## src/rtl/pipeline_ctrl_pkg.sv

```systemverilog
// Shared types for the pipeline stall/flush sequencer: FSM state, the control
// bundle driven to the pipeline registers, and the canned control patterns.
package pipeline_ctrl_pkg;

  typedef enum logic {RUN = 1'b0, REDIRECT = 1'b1} pctl_state_t;

  localparam int BCNT_W = 3;
  localparam int WD_W   = 16;

  typedef struct packed {
    logic pc_en;
    logic if_id_en;
    logic if_id_flush;
    logic id_ex_en;
    logic id_ex_flush;
    logic ex_mem_en;
    logic mem_wb_en;
  } pipe_ctrl_t;

  // Enables under an asserted flush are don't-care; they are held low so a
  // flushed register never sees a conflicting load request.
  localparam pipe_ctrl_t CTRL_RUN      = '{1'b1, 1'b1, 1'b0, 1'b1, 1'b0, 1'b1, 1'b1};
  localparam pipe_ctrl_t CTRL_FREEZE   = '{1'b0, 1'b0, 1'b0, 1'b0, 1'b0, 1'b0, 1'b0};
  localparam pipe_ctrl_t CTRL_LOAD_USE = '{1'b0, 1'b0, 1'b0, 1'b0, 1'b1, 1'b1, 1'b1};
  localparam pipe_ctrl_t CTRL_BRANCH   = '{1'b1, 1'b0, 1'b1, 1'b0, 1'b1, 1'b1, 1'b1};
  localparam pipe_ctrl_t CTRL_REFILL   = '{1'b1, 1'b0, 1'b1, 1'b1, 1'b0, 1'b1, 1'b1};
  localparam pipe_ctrl_t CTRL_RESET    = '{1'b0, 1'b0, 1'b1, 1'b0, 1'b1, 1'b0, 1'b0};

endpackage

```

## src/rtl/pipeline_control_unit_sat_counter.sv

```systemverilog
// Saturating up-counter with synchronous clear taking priority over increment.
module sat_counter #(
  parameter int W = 32
) (
  input  logic         clk,
  input  logic         rst_n,
  input  logic         inc,
  input  logic         clr,
  output logic [W-1:0] count
);

  always_ff @(posedge clk or negedge rst_n) begin
    if (!rst_n)
      count <= '0;
    else if (clr)
      count <= '0;
    else if (inc && (count != {W{1'b1}}))
      count <= count + W'(1);
  end

endmodule

```

## src/rtl/pipeline_control_unit.sv

```systemverilog
// Stall/flush sequencer for the 5-stage pipeline: arbitrates memory freeze,
// redirects and load-use bubbles, plus a memory watchdog and perf counters.
module pipeline_control_unit
  import pipeline_ctrl_pkg::*;
#(
  parameter int REDIRECT_BUBBLES = 1,
  parameter int MEM_TIMEOUT      = 255,
  parameter int CNT_W            = 32
) (
  input  logic             clk,
  input  logic             rst_n,
  input  logic             load_use_stall,
  input  logic             branch_taken,
  input  logic             mem_busy,
  input  logic             clr,
  output logic             pc_en,
  output logic             if_id_en,
  output logic             if_id_flush,
  output logic             id_ex_en,
  output logic             id_ex_flush,
  output logic             ex_mem_en,
  output logic             mem_wb_en,
  output logic             mem_timeout,
  output logic [CNT_W-1:0] stall_cycles,
  output logic [CNT_W-1:0] flush_count
);

  localparam logic [BCNT_W-1:0] BUBBLES  = BCNT_W'(REDIRECT_BUBBLES);
  localparam logic [WD_W-1:0]   WD_LIMIT = WD_W'(MEM_TIMEOUT);

  pctl_state_t       state, state_next;
  logic [BCNT_W-1:0] bcnt, bcnt_next;
  logic [WD_W-1:0]   wd;
  pipe_ctrl_t        ctrl;
  logic              redirect_acc;

  assign redirect_acc = !mem_busy && branch_taken;

  always_ff @(posedge clk or negedge rst_n) begin
    if (!rst_n) begin
      state <= RUN;
      bcnt  <= '0;
    end else begin
      state <= state_next;
      bcnt  <= bcnt_next;
    end
  end

  // A stalled memory stage freezes the sequence, so bcnt only counts real refill cycles.
  always_comb begin
    state_next = state;
    bcnt_next  = bcnt;
    if (mem_busy) begin
      state_next = state;
      bcnt_next  = bcnt;
    end else if (branch_taken) begin
      if (REDIRECT_BUBBLES > 0) begin
        state_next = REDIRECT;
        bcnt_next  = BUBBLES;
      end else begin
        state_next = RUN;
        bcnt_next  = '0;
      end
    end else if (state == REDIRECT) begin
      if (bcnt == BCNT_W'(1)) begin
        state_next = RUN;
        bcnt_next  = '0;
      end else begin
        bcnt_next  = bcnt - BCNT_W'(1);
      end
    end
  end

  always_comb begin
    ctrl = CTRL_RUN;
    if (!rst_n)
      ctrl = CTRL_RESET;
    else if (mem_busy)
      ctrl = CTRL_FREEZE;
    else if (branch_taken)
      ctrl = CTRL_BRANCH;
    else if (state == REDIRECT)
      ctrl = CTRL_REFILL;
    else if (load_use_stall)
      ctrl = CTRL_LOAD_USE;
  end

  assign pc_en       = ctrl.pc_en;
  assign if_id_en    = ctrl.if_id_en;
  assign if_id_flush = ctrl.if_id_flush;
  assign id_ex_en    = ctrl.id_ex_en;
  assign id_ex_flush = ctrl.id_ex_flush;
  assign ex_mem_en   = ctrl.ex_mem_en;
  assign mem_wb_en   = ctrl.mem_wb_en;

  // Watchdog: the flag sets on the edge where the busy run reaches the limit.
  always_ff @(posedge clk or negedge rst_n) begin
    if (!rst_n)
      wd <= '0;
    else if (!mem_busy)
      wd <= '0;
    else if (wd != WD_LIMIT)
      wd <= wd + WD_W'(1);
  end

  always_ff @(posedge clk or negedge rst_n) begin
    if (!rst_n)
      mem_timeout <= 1'b0;
    else if (clr)
      mem_timeout <= 1'b0;
    else if (mem_busy && (wd >= WD_LIMIT - WD_W'(1)))
      mem_timeout <= 1'b1;
  end

  sat_counter #(.W(CNT_W)) u_stall_cnt (
    .clk   (clk),
    .rst_n (rst_n),
    .inc   (!ctrl.pc_en),
    .clr   (clr),
    .count (stall_cycles)
  );

  sat_counter #(.W(CNT_W)) u_flush_cnt (
    .clk   (clk),
    .rst_n (rst_n),
    .inc   (redirect_acc),
    .clr   (clr),
    .count (flush_count)
  );

endmodule
```

## config.mk

```make
export PLATFORM = sky130hd
export DESIGN_NAME = pipeline_control_unit
export DESIGN_NICKNAME = d
export VERILOG_FILES = /design/src/rtl/pipeline_ctrl_pkg.sv /design/src/rtl/pipeline_control_unit_sat_counter.sv /design/src/rtl/pipeline_control_unit.sv
export SDC_FILE = /design/constraint.sdc
export NUM_CORES = 1
export LEC_CHECK = 0
export CAP_MARGIN = 20
export CORE_MARGIN = 5
export CORE_UTILIZATION = 49
export DETAILED_ROUTE_END_ITERATION = 6
export MAX_ROUTING_LAYER = met4
export PLACE_DENSITY = 0.75
export SLEW_MARGIN = 30
export SYNTH_ARGS = -nofsm -noshare
export SYNTH_HDL_FRONTEND = slang
export SYNTH_HIERARCHICAL = 1
export SYNTH_SLANG_ARGS = --single-unit
```

## constraint.sdc

```tcl
create_clock -name clk -period 2 [get_ports clk]
set_input_delay 0.4 -clock clk [delete_from_list [all_inputs] [get_ports clk]]
set_output_delay 0.4 -clock clk [all_outputs]
set_load 0.02 [all_outputs]
```

==> reports/results.txt, run 1 <==
status - finished with violations
failing checks - setup timing
Synthesized Nets - 545
drt initial violations - 215
Total Routing Usage GR - 0.227
fin crit share - 1.03
Reg clk slew, reported paths - 90 ps
Worst EP arrival - 2320 ps
CTS buffer count - 9
Static Leak - 3.11 nW
layout cells sized above 1 - 0.277
CORE AREA - 9820 sq um
sequential fraction of the synthesis area - 0.429
Die Area - 12200 sq um
worst rel slew slack - 0.602
RSZ-0062 raised after global routing - true
# diodes - 0
maximum number of pins on one net before global-route repair - 80
Final Hold Viols - 0
fin crit period - 2070 ps
routed len/inst - 16.6 um
CTS Buffer Depth - 2
TritonCTS clock tree - built
mapped cell area - 4960 sq um
via/cell ratio - 5.72
Slew Limit Fails - 0
kind of critical path - reg -> reg
Synth Area in Compound Gates - 0.116
Power Internal - 2.57 mW
number of global-route vias before repair - 4699
Post-Synth XOR/XNOR Area - 0.0565
post-route cell area - 6960 sq um
Port Buf Inserts - 77
Yosys reg bits - 85
Mapped Cells - 533
worst min path class - in -> async
Final GP Congestion - 0.873
post-synthesis adder-cell area fraction - 0.0151
# fillers - 755
DPL Wire Length - 9.39 mm
Setup-failing EPs final - 10
global-route wire length before repair - 22.8 mm
Yosys cell types - 46
synth warn - 6
Post-Route WL - 13.7 mm
multiplexer share of the synthesized area - 0.0429
DR DRC count - 0
hold_ws - 237 ps
Sw Share - 0.266
H-tree depth - 3
starting density of the core - 0.505
Pwr per Cell Area - 504 nW/um^2
total placed cells including tap cells - 799
Reg power frac - 0.516
maxcap violations - 0
crit path max fanout - 6
Clk pwr share - 0.353
antenna violations before repair - 0
die width - 111 um
Post-CTS Hold Buffers - 0
Worst-Skew Late Latency - 360 ps
Placed Area - 6410 sq um
worst endpoint required time - 2250 ps
root buffer cell - clkbuf_8
Least-Margin Pin Slew - 597 ps
fraction of the mapped netlist area in simple logic gates - 0.306
Setup TNS - -190 ps
Max Fclk - 0.484 GHz
fin nets - 700
die height - 111 um
Comb pwr share - 0.131
IO Count - 78
Area growth, synth to finish - 40.3%
Peak supply drop - 0.000333 V
Psw - 933 uW
grt total ovfl - 0
Non-Filler Instances - 826
DR pass1 iterations - 5
final worst slack - -67.3 ps
crit end category - register
total clock sinks - 85
post-synthesis area per instance - 9.31 sq um
antenna viol nets, final - 0
routed via count - 4721
Power, Total - 3.51 mW
Fin Clk Skew - 9.81 ps
row count - 36
Critical Path Source Type - register
largest family of logic cells by synthesized area - simple AND/OR/NAND/NOR gates
[worst paths after layout]
check,from,to,cells after the start,slack (ps)
min in group clk,clr,mem_timeout,2,270
max in group asynchronous,rst_n,u_flush_cnt/count[0],3,1300
min,rst_n,u_flush_cnt/count[24],3,240
max,state,u_stall_cnt/count[31],9,-70
min reg2reg,bcnt[1],bcnt[1],2,530
max reg2reg,state,u_stall_cnt/count[31],9,-70
[power groups by stage]
stage               logic, mW  clock network (mW)  registers (mW)
floorplan               0.215                   0            1.86
global route            0.517                1.36            1.82
global placement        0.427                   0            1.84
CTS                     0.444                1.27            1.81
finish                  0.460                1.24            1.81
detailed placement      0.444                   0            1.84
[per-layer routing]
layer	part of all wire	up-vias	wire [um]	track usage
met5	0	-	0	-
met4	0.023	0	314	0.0764
met3	0.042	29	579	0.0339
met2	0.50	149	6860	0.374
met1	0.43	2307	5910	0.288
li1	-	2236	-	-
[synth_stat cells, drive strengths merged]
library cell | n | area share
dfrtp | 85 | 0.43
or3 | 13 | 0.017
nor2b | 14 | 0.018
ha | 6 | 0.015
nand2 | 39 | 0.030
nand3 | 31 | 0.034
a21oi | 27 | 0.027
clkbuf | 11 | 0.0083
a21o | 7 | 0.011
or4 | 6 | 0.0091
inv | 21 | 0.016
o211a | 3 | 0.0061
a41oi | 2 | 0.0035
xor2 | 8 | 0.014
mux2 | 12 | 0.029
and3 | 19 | 0.026
a31o | 4 | 0.0071
a21boi | 2 | 0.0030
and4bb | 2 | 0.0050
a31oi | 7 | 0.015
nor3 | 10 | 0.010
buf | 9 | 0.011
o21ai | 19 | 0.019
nor4 | 20 | 0.039
nand3b | 2 | 0.0030
nand2b | 10 | 0.013
and2 | 13 | 0.016
xnor2 | 24 | 0.042
nor2 | 56 | 0.042
a211oi | 10 | 0.015
and4 | 4 | 0.0071
mux2i | 7 | 0.014
nand4b | 2 | 0.0035
o31ai | 6 | 0.0091
nand4 | 22 | 0.033
[flip-flops by register name, indices dropped and copies added, names as in the netlist]
register           flops
bcnt                   3
state                  1
u_flush_cnt/count     32
mem_timeout            1
u_stall_cnt/count     32
wd                    16
[area by class of cell]
class / instances / area [sq um] / area share
multi-input cells: 409 / 2960 / 0.425
inverters: 21 / 78.8 / 0.0113
clock buffers: 11 / 141 / 0.0203
well taps: 133 / 166 / 0.0239
flip-flops and latches: 85 / 2130 / 0.307
repair buffers: 162 / 1420 / 0.204
clock inverters: 5 / 60.1 / 0.00863
[logic make-up after synthesis]
| logic type | count (synthesis) |
|---|---|
| flip-flops | 85 |
| AO/OA/AOI/OAI | 87 |
| adder cells (fa/ha/maj) | 6 |
| multiplexers | 19 |
| XOR/XNOR | 32 |
| AND/OR/NAND/NOR | 263 |
| buffers and inverters | 41 |
[cells in the final DEF, fill, tap and decap left out, drive strengths merged, types with 7 or more instances in the layout]
cell type	netlist	routed
a21o	7	9
a31oi	7	7
and2	13	13
nor2	56	56
dfrtp	85	85
inv	21	21
clkbuf	11	11
nor2b	14	14
nand2b	10	10
nor4	20	20
clkdlybuf4s50	0	65
nand3	31	31
mux2	12	12
mux2i	7	7
nand4	22	22
buf	9	89
a211oi	10	10
o21ai	19	19
xnor2	24	24
xor2	8	8
nor3	10	10
or3	13	13
a21oi	27	27
and3	19	19
nand2	39	39
[critical path, cell delays in order, from the launching register on]
cell and delay (ps):
dfrtp_1 400, nor2_2 130, nand2_1 70, nand2_2 90, and3_4 190, nand4_1 160, a21o_4 290, buf_6 130
nor4_4 170, mux2_4 330
[what timing repair did]
item | 4_1_cts | 5_1_grt
setup endpoints to repair | 29 | 32
buffers inserted | 2 | 7
pin swaps | 9 | 23
resized for setup | 46 | 35
gates cloned | 2 | 0
[through the flow]
| stage | util | worst slack, ps |
|---|---|---|
| after detailed placement | 0.653 | -635 |
| after global placement | 0.653 | -493 |
| after floorplan | - | -16.1 |
| after CTS | 0.687 | 3.75 |
| after global routing | 0.709 | -105 |
| final | 0.709 | -67.3 |
Power figures use the tool's default switching activity.
==> inputs of run 2 (changes only) <==
--- a/config.mk
+++ b/config.mk
@@ -7,10 +7,10 @@
 export LEC_CHECK = 0
 export CAP_MARGIN = 20
 export CORE_MARGIN = 5
-export CORE_UTILIZATION = 49
+export CORE_UTILIZATION = 50
 export DETAILED_ROUTE_END_ITERATION = 6
 export MAX_ROUTING_LAYER = met4
-export PLACE_DENSITY = 0.75
+export PLACE_DENSITY = 0.76
 export SLEW_MARGIN = 30
 export SYNTH_ARGS = -nofsm -noshare
 export SYNTH_HDL_FRONTEND = slang
==> constraint.sdc (replaced) <==
create_clock -name clk -period 2.2 [get_ports clk]
set_input_delay 0.44 -clock clk [delete_from_list [all_inputs] [get_ports clk]]
set_output_delay 0.44 -clock clk [all_outputs]
set_load 0.02 [all_outputs]
==> run 2 against run 1 <==
Net effect: the run now ends clean; flip-flop and latch count is the same; power down 5.6%; wire length shrank 9.0%; combinational power decreased by 16%; largest power group unchanged; highest routed layer unchanged.
==> reports/results.txt, run 2 (same netlist as run 1, synthesis figures left out) <==
Worst Setup SP - load_use_stall
die width - 110 um (-0.91%)
CORE AREA - 9730 sq um (-0.92%)
routed via count - 4481 (-5.1%)
Critical Path Source Type - input pin
Register Area - 2130 sq um (-0.23%)
starting density of the core - 0.510 (+0.00468)
multi-input logic area - 2770 sq um (-6.3%)
layout cells sized above 1 - 0.185 (-0.0922)
crit end category - register
# fillers - 814 (+7.8%)
worst rel slew slack - 0.550 (-0.0518)
number of global-route vias before repair - 4484 (-4.6%)
row count - 36 (unchanged)
Static Leak - 2.80 nW (-9.9%)
TritonCTS clock tree - built
antenna violations before repair - 0 (unchanged)
Die Area - 12000 sq um (-1.8%)
Fin Clk Skew - 14.2 ps (+4.42 ps)
grt total ovfl - 0 (unchanged)
status - complete, no violations
commonest non-fill, non-tap cell in the layout - dfrtp_1
via/cell ratio - 5.73 (+0.26%)
crit path max fanout - 6 (unchanged)
antenna viol nets, final - 0 (unchanged)
root buffer cell - clkbuf_8
Power, Total - 3.31 mW (-5.6%)
IO Count - 78 (unchanged)
RSZ-0062 raised after global routing - false
fin crit period - 2120 ps
routed len/inst - 15.9 um (-3.9%)
Post-Route WL - 12.4 mm (-9.0%)
die height - 110 um (-0.91%)
Peak supply drop - 0.000397 V (+19%)
Area growth, synth to finish - 30.9%
total placed cells including tap cells - 760 (-4.9%)
worst min path class - in -> async
Non-Filler Instances - 782 (-5.3%)
maximum number of pins on one net before global-route repair - 75 (-6.3%)
Pwr per Cell Area - 510 nW/um^2 (+1.2%)
CP max-delay cell - clkdlybuf4s50_1
Final Hold Viols - 0 (unchanged)
Total Routing Usage GR - 0.220 (-0.00697)
H-tree depth - 3 (unchanged)
commonest cells after routing, fill and taps aside - dfrtp_1, clkdlybuf4s50_1, nor2_1
maxcap violations - 0 (unchanged)
total clock sinks - 85 (unchanged)
worst endpoint required time - 2440 ps (+190 ps)
Port Buf Inserts - 77 (unchanged)
kind of critical path - in -> reg
Post-CTS Hold Buffers - 0 (unchanged)
worst reg2reg path depth - 4 (-5)
Setup-failing EPs final - 0 (-10)
Final GP Congestion - 0.866 (-0.74%)
CTS Buffer Depth - 2 (unchanged)
drt initial violations - 166 (-23%)
Slew Limit Fails - 0 (unchanged)
DR pass1 iterations - 4 (-1)
max incr delay on CP - 470 ps (+70 ps)
Max Fclk - 0.472 GHz
fin crit share - 0.962
Least-Margin Pin Slew - 670 ps (+72.5 ps)
reg-to-reg startpoint - u_flush_cnt/count[16]
hold_ws - 49.9 ps (-187 ps)
Largest regs - u_flush_cnt/count x32, u_stall_cnt/count x32, wd x16
global-route wire length before repair - 20.7 mm (-9.3%)
DPL Wire Length - 8.72 mm (-7.2%)
# diodes - 0 (unchanged)
DR DRC count - 0 (unchanged)
Setup TNS - 0 ps (+190 ps)
Worst EP arrival - 2360 ps (+40 ps)
worst-path cell chain - clkdlybuf4s50_1 -> nand2_1 -> nand2_2 -> and3_4 -> nand4_1 -> a21o_4 -> nor4_4 -> mux2_2
Worst-Skew Late Latency - 350 ps (about the same)
fin nets - 656 (-6.3%)
Reg clk slew, reported paths - 90 ps (about the same)
CTS buffer count - 9 (unchanged)
## run 2: timing repair
action,in CTS,in global routing
resized for setup,20,14
cloned,1,0
endpoints found under the setup margin,20,31
pin swaps,0,4
buffers inserted,0,5
## run 2: final timing paths
path | end | slack (ps)
max | u_stall_cnt/count[31] | 80
max in group asynchronous | u_stall_cnt/count[1] | 1220
min reg2reg | mem_timeout | 520
min in group clk | mem_timeout | 310
max reg2reg | u_flush_cnt/count[27] | 100
min | bcnt[1] | 50
## run 2: where the power goes
group	internal [mW]	total (mW)	switching, mW
Sequential	1.60	1.65	0.0471
Clock	0.704	1.27	0.567
Combinational	0.161	0.388	0.227
## run 2: critical path: cells and delay by family
family	cells	cell delay [ps]
buffers and inverters	1	470
and+or+nand+nor	5	800
AOI/OAI and AO/OA	1	280
muxes	1	360
## run 2: final cells by class
class,instances,area share
timing repair buffer,119,0.171
clock buffer,11,0.0233
multi-input combinational,408,0.427
inverter,21,0.0121
clock inverter,5,0.0127
tap,133,0.0256
sequential,85,0.328
## run 2: through the flow
step	util	instance area [sq um]	setup WS [ps]
after floorplan	-	4960	40.9
after global routing	0.667	6490	1.47
after CTS	0.657	6390	-18.0
final	0.667	6490	83.0
after global placement	0.627	6100	-366
after detailed placement	0.627	6100	-543
## run 2: layer usage
metal	track usage	part of all wire
met5	-	0
met4	0.0828	0.022
met3	0.0299	0.042
met2	0.371	0.50
met1	0.271	0.44
==> inputs of run 3 (changes only) <==
--- a/config.mk
+++ b/config.mk
@@ -8,6 +8,8 @@
 export CAP_MARGIN = 20
 export CORE_MARGIN = 5
 export CORE_UTILIZATION = 50
+export CTS_BUF_LIST = sky130_fd_sc_hd__clkbuf_4 sky130_fd_sc_hd__clkbuf_8
+export CTS_CLUSTER_SIZE = 24
 export DETAILED_ROUTE_END_ITERATION = 6
 export MAX_ROUTING_LAYER = met4
 export PLACE_DENSITY = 0.76
==> results of run 3 <==
Final layout, timing and power as in run 2 (identical DEF).
